## src/rtl/ariane_pkg.sv

```systemverilog
// Types and sizing constants shared by the decode/issue pipeline slice.
package ariane_pkg;

  localparam int unsigned DECODE_QUEUE_DEPTH = 4;
  localparam int unsigned MAX_UNRESOLVED_CF  = 1;

  typedef struct packed {
    logic [31:0] pc;
    logic [7:0]  op;
    logic [4:0]  rs1;
    logic [4:0]  rs2;
    logic [4:0]  rd;
    logic        valid;
  } scoreboard_entry_t;

  typedef struct packed {
    scoreboard_entry_t instr;
    logic              ctrl_flow;
  } dq_entry_t;

endpackage

```

## src/rtl/decode_issue_queue_if.sv

```systemverilog
// Decode-side and issue-side handshake bundle of the decode issue queue.
interface decode_issue_queue_if #(
  parameter int unsigned DEPTH = 4
) ();
  localparam int unsigned OCC_W = $clog2(DEPTH + 1);

  logic                          flush_i;
  logic                          flush_unissued_instr_i;
  ariane_pkg::scoreboard_entry_t decoded_instr_i;
  logic                          decoded_instr_valid_i;
  logic                          is_ctrl_flow_i;
  logic                          decoded_instr_ack_o;
  ariane_pkg::scoreboard_entry_t issue_instr_o;
  logic                          issue_is_ctrl_flow_o;
  logic                          issue_instr_valid_o;
  logic                          issue_ack_i;
  logic                          resolve_branch_i;
  logic [OCC_W-1:0]              occupancy_o;
  logic                          cf_block_o;

  modport slave (
    input  flush_i, flush_unissued_instr_i, decoded_instr_i, decoded_instr_valid_i,
           is_ctrl_flow_i, issue_ack_i, resolve_branch_i,
    output decoded_instr_ack_o, issue_instr_o, issue_is_ctrl_flow_o,
           issue_instr_valid_o, occupancy_o, cf_block_o
  );

  modport master (
    output flush_i, flush_unissued_instr_i, decoded_instr_i, decoded_instr_valid_i,
           is_ctrl_flow_i, issue_ack_i, resolve_branch_i,
    input  decoded_instr_ack_o, issue_instr_o, issue_is_ctrl_flow_o,
           issue_instr_valid_o, occupancy_o, cf_block_o
  );
endinterface

```

## src/rtl/decode_issue_queue_cf_credit_counter.sv

```systemverilog
// Count of issued-but-unresolved control-flow instructions; flush clears it
// and simultaneous issue + resolve leaves it unchanged.
module cf_credit_counter #(
  parameter  int unsigned MAX = 1,
  localparam int unsigned CW  = $clog2(MAX + 1)
) (
  input  logic          clk_i,
  input  logic          rst_i,
  input  logic          i_flush,
  input  logic          i_inc,
  input  logic          i_dec,
  output logic [CW-1:0] o_cnt,
  output logic          o_at_limit
);
  logic [CW-1:0] r_cnt;

  always_ff @(posedge clk_i or posedge rst_i) begin
    if (rst_i) begin
      r_cnt <= '0;
    end else if (i_flush) begin
      r_cnt <= '0;
    end else if (i_inc && !i_dec) begin
      r_cnt <= r_cnt + 1'b1;
    end else if (i_dec && !i_inc && (r_cnt != '0)) begin
      r_cnt <= r_cnt - 1'b1;
    end
  end

  assign o_cnt      = r_cnt;
  assign o_at_limit = (r_cnt == CW'(MAX));

  // A resolve with nothing outstanding points at an upstream bookkeeping bug.
  a_no_underflow: assert property (@(posedge clk_i) disable iff (rst_i)
    !(i_dec && !i_inc && !i_flush && (r_cnt == '0)));

endmodule

```

## src/rtl/decode_issue_queue.sv

```systemverilog
// Decode-to-issue decoupling FIFO; ack depends only on occupancy so no
// combinational path crosses it. Control-flow heads wait while the unresolved limit is reached.
module decode_issue_queue
  import ariane_pkg::*;
#(
  parameter int unsigned DEPTH          = DECODE_QUEUE_DEPTH,
  parameter int unsigned MAX_UNRESOLVED = MAX_UNRESOLVED_CF
) (
  input logic                  clk_i,
  input logic                  rst_i,
  decode_issue_queue_if.slave  q
);
  localparam int unsigned PW = $clog2(DEPTH);
  localparam int unsigned OW = $clog2(DEPTH + 1);
  localparam int unsigned CW = $clog2(MAX_UNRESOLVED + 1);

  dq_entry_t     r_mem [DEPTH];
  logic [PW-1:0] r_wptr;
  logic [PW-1:0] r_rptr;
  logic [OW-1:0] r_occ;

  dq_entry_t     w_head;
  logic          w_nonempty;
  logic          w_push;
  logic          w_pop;
  logic          w_flush_q;
  logic          w_cf_inc;
  logic          w_at_limit;
  logic [CW-1:0] w_cf_cnt;

  assign w_head     = r_mem[r_rptr];
  assign w_nonempty = (r_occ != '0);
  assign w_flush_q  = q.flush_i || q.flush_unissued_instr_i;

  assign q.decoded_instr_ack_o  = (r_occ != OW'(DEPTH));
  assign q.cf_block_o           = w_nonempty && w_head.ctrl_flow && w_at_limit;
  assign q.issue_instr_valid_o  = w_nonempty && !q.cf_block_o;
  assign q.issue_instr_o        = w_head.instr;
  assign q.issue_is_ctrl_flow_o = w_head.ctrl_flow;
  assign q.occupancy_o          = r_occ;

  assign w_push = q.decoded_instr_valid_i && q.decoded_instr_ack_o;
  assign w_pop  = q.issue_instr_valid_o && q.issue_ack_i;

  always_ff @(posedge clk_i or posedge rst_i) begin
    if (rst_i) begin
      r_wptr <= '0;
      r_rptr <= '0;
      r_occ  <= '0;
      for (int i = 0; i < int'(DEPTH); i++) begin
        r_mem[i] <= '0;
      end
    end else if (w_flush_q) begin
      r_wptr <= '0;
      r_rptr <= '0;
      r_occ  <= '0;
    end else begin
      if (w_push) begin
        r_mem[r_wptr] <= '{instr: q.decoded_instr_i, ctrl_flow: q.is_ctrl_flow_i};
        r_wptr        <= r_wptr + 1'b1;
      end
      if (w_pop) begin
        r_rptr <= r_rptr + 1'b1;
      end
      if (w_push && !w_pop) begin
        r_occ <= r_occ + 1'b1;
      end else if (w_pop && !w_push) begin
        r_occ <= r_occ - 1'b1;
      end
    end
  end

  // A pop squashed by a queue-only flush must not count as issued.
  assign w_cf_inc = w_pop && w_head.ctrl_flow && !q.flush_unissued_instr_i;

  cf_credit_counter #(
    .MAX (MAX_UNRESOLVED)
  ) u_cf_cnt (
    .clk_i      (clk_i),
    .rst_i      (rst_i),
    .i_flush    (q.flush_i),
    .i_inc      (w_cf_inc),
    .i_dec      (q.resolve_branch_i),
    .o_cnt      (w_cf_cnt),
    .o_at_limit (w_at_limit)
  );

endmodule

```

## src/flat_wrapper.sv

```systemverilog
// flat-port wrapper written by rule: the top's interface ports become plain ports
module decode_issue_queue_flat import ariane_pkg::*;
#(
  parameter int unsigned DEPTH          = DECODE_QUEUE_DEPTH,
  parameter int unsigned MAX_UNRESOLVED = MAX_UNRESOLVED_CF
)
  (clk_i, rst_i, q_flush_i, q_flush_unissued_instr_i, q_decoded_instr_i, q_decoded_instr_valid_i, q_is_ctrl_flow_i, q_issue_ack_i, q_resolve_branch_i, q_decoded_instr_ack_o, q_issue_instr_o, q_issue_is_ctrl_flow_o, q_issue_instr_valid_o, q_occupancy_o, q_cf_block_o);
  decode_issue_queue_if #(.DEPTH(DEPTH)) q_i ();
  input logic clk_i;
  input logic rst_i;
  input wire logic [$bits(q_i.flush_i)-1:0] q_flush_i;
  input wire logic [$bits(q_i.flush_unissued_instr_i)-1:0] q_flush_unissued_instr_i;
  input wire logic [$bits(q_i.decoded_instr_i)-1:0] q_decoded_instr_i;
  input wire logic [$bits(q_i.decoded_instr_valid_i)-1:0] q_decoded_instr_valid_i;
  input wire logic [$bits(q_i.is_ctrl_flow_i)-1:0] q_is_ctrl_flow_i;
  input wire logic [$bits(q_i.issue_ack_i)-1:0] q_issue_ack_i;
  input wire logic [$bits(q_i.resolve_branch_i)-1:0] q_resolve_branch_i;
  output wire logic [$bits(q_i.decoded_instr_ack_o)-1:0] q_decoded_instr_ack_o;
  output wire logic [$bits(q_i.issue_instr_o)-1:0] q_issue_instr_o;
  output wire logic [$bits(q_i.issue_is_ctrl_flow_o)-1:0] q_issue_is_ctrl_flow_o;
  output wire logic [$bits(q_i.issue_instr_valid_o)-1:0] q_issue_instr_valid_o;
  output wire logic [$bits(q_i.occupancy_o)-1:0] q_occupancy_o;
  output wire logic [$bits(q_i.cf_block_o)-1:0] q_cf_block_o;
  assign q_i.flush_i = q_flush_i;
  assign q_i.flush_unissued_instr_i = q_flush_unissued_instr_i;
  assign q_i.decoded_instr_i = q_decoded_instr_i;
  assign q_i.decoded_instr_valid_i = q_decoded_instr_valid_i;
  assign q_i.is_ctrl_flow_i = q_is_ctrl_flow_i;
  assign q_i.issue_ack_i = q_issue_ack_i;
  assign q_i.resolve_branch_i = q_resolve_branch_i;
  assign q_decoded_instr_ack_o = q_i.decoded_instr_ack_o;
  assign q_issue_instr_o = q_i.issue_instr_o;
  assign q_issue_is_ctrl_flow_o = q_i.issue_is_ctrl_flow_o;
  assign q_issue_instr_valid_o = q_i.issue_instr_valid_o;
  assign q_occupancy_o = q_i.occupancy_o;
  assign q_cf_block_o = q_i.cf_block_o;
  decode_issue_queue #(.DEPTH(DEPTH), .MAX_UNRESOLVED(MAX_UNRESOLVED)) u_core (.clk_i(clk_i), .rst_i(rst_i), .q(q_i));
endmodule
```

## config.mk

```make
export PLATFORM = sky130hd
export DESIGN_NAME = decode_issue_queue_flat
export DESIGN_NICKNAME = d
export VERILOG_FILES = /design/src/rtl/ariane_pkg.sv /design/src/rtl/decode_issue_queue_if.sv /design/src/rtl/decode_issue_queue_cf_credit_counter.sv /design/src/rtl/decode_issue_queue.sv /design/src/flat_wrapper.sv
export SDC_FILE = /design/constraint.sdc
export NUM_CORES = 1
export LEC_CHECK = 0
export ABC_AREA = 1
export CAP_MARGIN = 0
export CORE_MARGIN = 1
export CORE_UTILIZATION = 58
export DETAILED_ROUTE_END_ITERATION = 8
export DONT_BUFFER_PORTS = 1
export PLACE_DENSITY_LB_ADDON = 0.12
export SLEW_MARGIN = 20
export SYNTH_ARGS = -nofsm -noshare
export SYNTH_HDL_FRONTEND = slang
export SYNTH_SLANG_ARGS = --single-unit
```

## constraint.sdc

```tcl
create_clock -name clk_i -period 7.6 [get_ports clk_i]
set_input_delay 1.52 -clock clk_i [delete_from_list [all_inputs] [get_ports clk_i]]
set_output_delay 1.52 -clock clk_i [all_outputs]
set_load 0.005 [all_outputs]
```

==> metrics <==
Final setup viols=0; register bit total from synthesis=236; initial antenna violation count=0; Initial DRC Count=733; Chip Height=140 um; Critical Path AT=2.98 ns; initial cell density of the core=59.3%; Resize count post-CTS=0; Syn Area/Cell=7.98 um^2; synthesized cell area=11100 um^2; Crit Path Category=flop to output pin; first-pass GRT wire length=46900 um; area of the multi-input gates=4580 um^2; ys flop type=dfrtp_1; Clock Tree Root=clkbuf_16; EDFF count, synth=0; routed vias/inst=5.86; Final Wtd Congestion=0.803; grt ovf=0; filler cell count=1669; post-route ant nets=0; core area=18700 um^2; sequential share of the synthesized area=53.3%; area grow syn2layout=6.71%; largest net degree at the start of global routing=170; worst path required time=6.08 ns; IO Count=127; Inst Count DP=1527; Max Freq=222 MHz; Row Count=50; sequential standard cell area=5910 um^2; Fin. Hold Viols=0; hold path cells=2; end of the critical path=q_issue_instr_o[55]; leak pwr=6.09 nW; unrepaired setup endpoints after global routing=no; Reg2Reg Setup Slack=3.99 ns; Num Clock Sinks=236; crit start category=flop; nets=1390; Tcrit/Tclk final=59.2%; reg2reg path depth=12; CP Max Fanout=94; Slew Viols, Final=0; clk_skew=0.0143 ns; Synth Net Count=1459; Setup TNS=0 ns; CTS Hold Buffers Added=0; status=complete, no violations; Clk Latency, worst-skew pair=0.53 ns; vias in the first global route=8993; R2R Path End=u_core.q.occupancy_o[2]; max_slew headroom=26.9%; Crit. End Element=output pin; leading area contributor after synthesis=dfrtp_1; drt first pass iters=5; Clock Tree Buf Depth=3; Ant. Diodes=0; Synth top area share=53.3%; Reg clk slew, reported paths=0.06 ns; layout cells sized above 1=5.38%; max_cap viols=0; Worst Max-Slew Pin Slew=1.10 ns; final std cells w/o fill=1572; pwr/cell area=273 nW/um^2; ys async rst share=100%; fin crit period=4.50 ns; synth warn=0; Synth Instances=1389; top cells by count, synth=nand2_1 (475), o21ai_0 (242), dfrtp_1 (236), nor2_1 (120), o21ai_1 (101); Distinct cells, synth=26; drt drc=0; Num CTS Buffers=25; count leader, synth=nand2_1; GRT Total Usage=29.7%; DP Wirelength=14800 um; Hold Crit Class=flop to flop; CP startpoint=u_core.r_rptr[0]; routed vias=9219; Crit Reg-Reg Startpoint=u_core.r_rptr[0]; die area=19700 um^2; Routed WL per cell=18.2 um; overall routed net length=28700 um; Max VDD drop=0.207 mV; CTS H-Tree Depth=1; Die W=140 um; count of input and output buffers=0; leading post-synthesis cells by cell area=dfrtp_1 (53%), nand2_1 (16%), o21ai_0 (11%); Setup Buffers After CTS=0; CTS tree=yes
flip-flops by register name (all words and copies together), names as in the netlist:
name / flops
u_core.r_rptr: 2
u_core.q.occupancy_o: 3
u_core.u_cf_cnt.o_at_limit: 1
u_core.r_mem: 228
u_core.r_wptr: 2
final cells by class:
class	count	area share [%]
clock buffer	39	6.50
clock inverter	6	0.709
inverter	19	0.656
multi-input combinational	1024	38.7
sequential	236	50.0
tap	234	2.48
timing repair buffer	14	0.995
cells in the final DEF (no fill, tap or decap), drive strengths merged:
cell | netlist | layout
nand3 | 9 | 9
xnor2 | 1 | 1
fa | 1 | 1
clkbuf | 67 | 39
nor2 | 125 | 125
ha | 5 | 5
o22ai | 56 | 56
inv | 19 | 17
nand4 | 1 | 1
nand2 | 476 | 476
nand3b | 1 | 1
dfrtp | 236 | 236
bufinv | 0 | 2
clkinv | 0 | 5
buf | 43 | 14
a21oi | 2 | 2
o21ai | 343 | 343
clkinvlp | 0 | 1
xor2 | 3 | 3
a211oi | 1 | 1
per-stage QoR:
step,hold WS [ns],cell area (um^2),utilization (%),setup WS [ns],power (mW)
floorplan,0.441,11100,-,2.99,1.88
global placement,0.455,11000,58.7,3.57,1.98
detailed placement,0.463,11000,58.7,3.54,1.99
CTS,0.476,11800,63.2,3.09,3.24
global route,0.497,11800,63.2,2.91,3.38
finish,0.472,11800,63.2,3.10,3.22
metal layers:
metal	up-vias	global-route usage [%]	share of wire, %
li1	4427	-	-
met1	4480	39.7	43
met2	274	48.9	47
met3	38	6.87	7.3
met4	0	8.16	1.9
met5	-	0	0
power by group:
group | leakage, nW | switching, mW | internal, mW
Combinational | 2.53 | 0.306 | 0.147
Clock | 0.423 | 0.495 | 0.759
Sequential | 3.14 | 0.0868 | 1.43
Total | 6.09 | 0.888 | 2.34
worst min path at each step:
stage,startpoint,end
after detailed placement,u_core.r_mem[90],u_core.r_mem[90]
final,u_core.r_mem[154],u_core.r_mem[154]
after global routing,u_core.r_mem[149],u_core.r_mem[149]
after CTS,u_core.r_mem[104],u_core.r_mem[104]
after global placement,u_core.r_mem[80],u_core.r_mem[80]
after floorplan,u_core.r_mem[59],u_core.r_mem[59]
critical path, cell delays in order, from the launching register on:
cell	delay [ns]
dfrtp_4	0.72
clkinv_2	0.34
buf_4	0.82
o21ai_0	0.16
o22ai_1	0.33
kinds of logic after synthesis:
family	count (synthesis)	synth area share [%]
buf+inv	129	5.69
simple gates	612	21.2
compound gates	402	18.8
fa+ha+maj	6	0.745
xor+xnor	4	0.316
flops	236	53.3
Power figures use the tool's default switching activity.
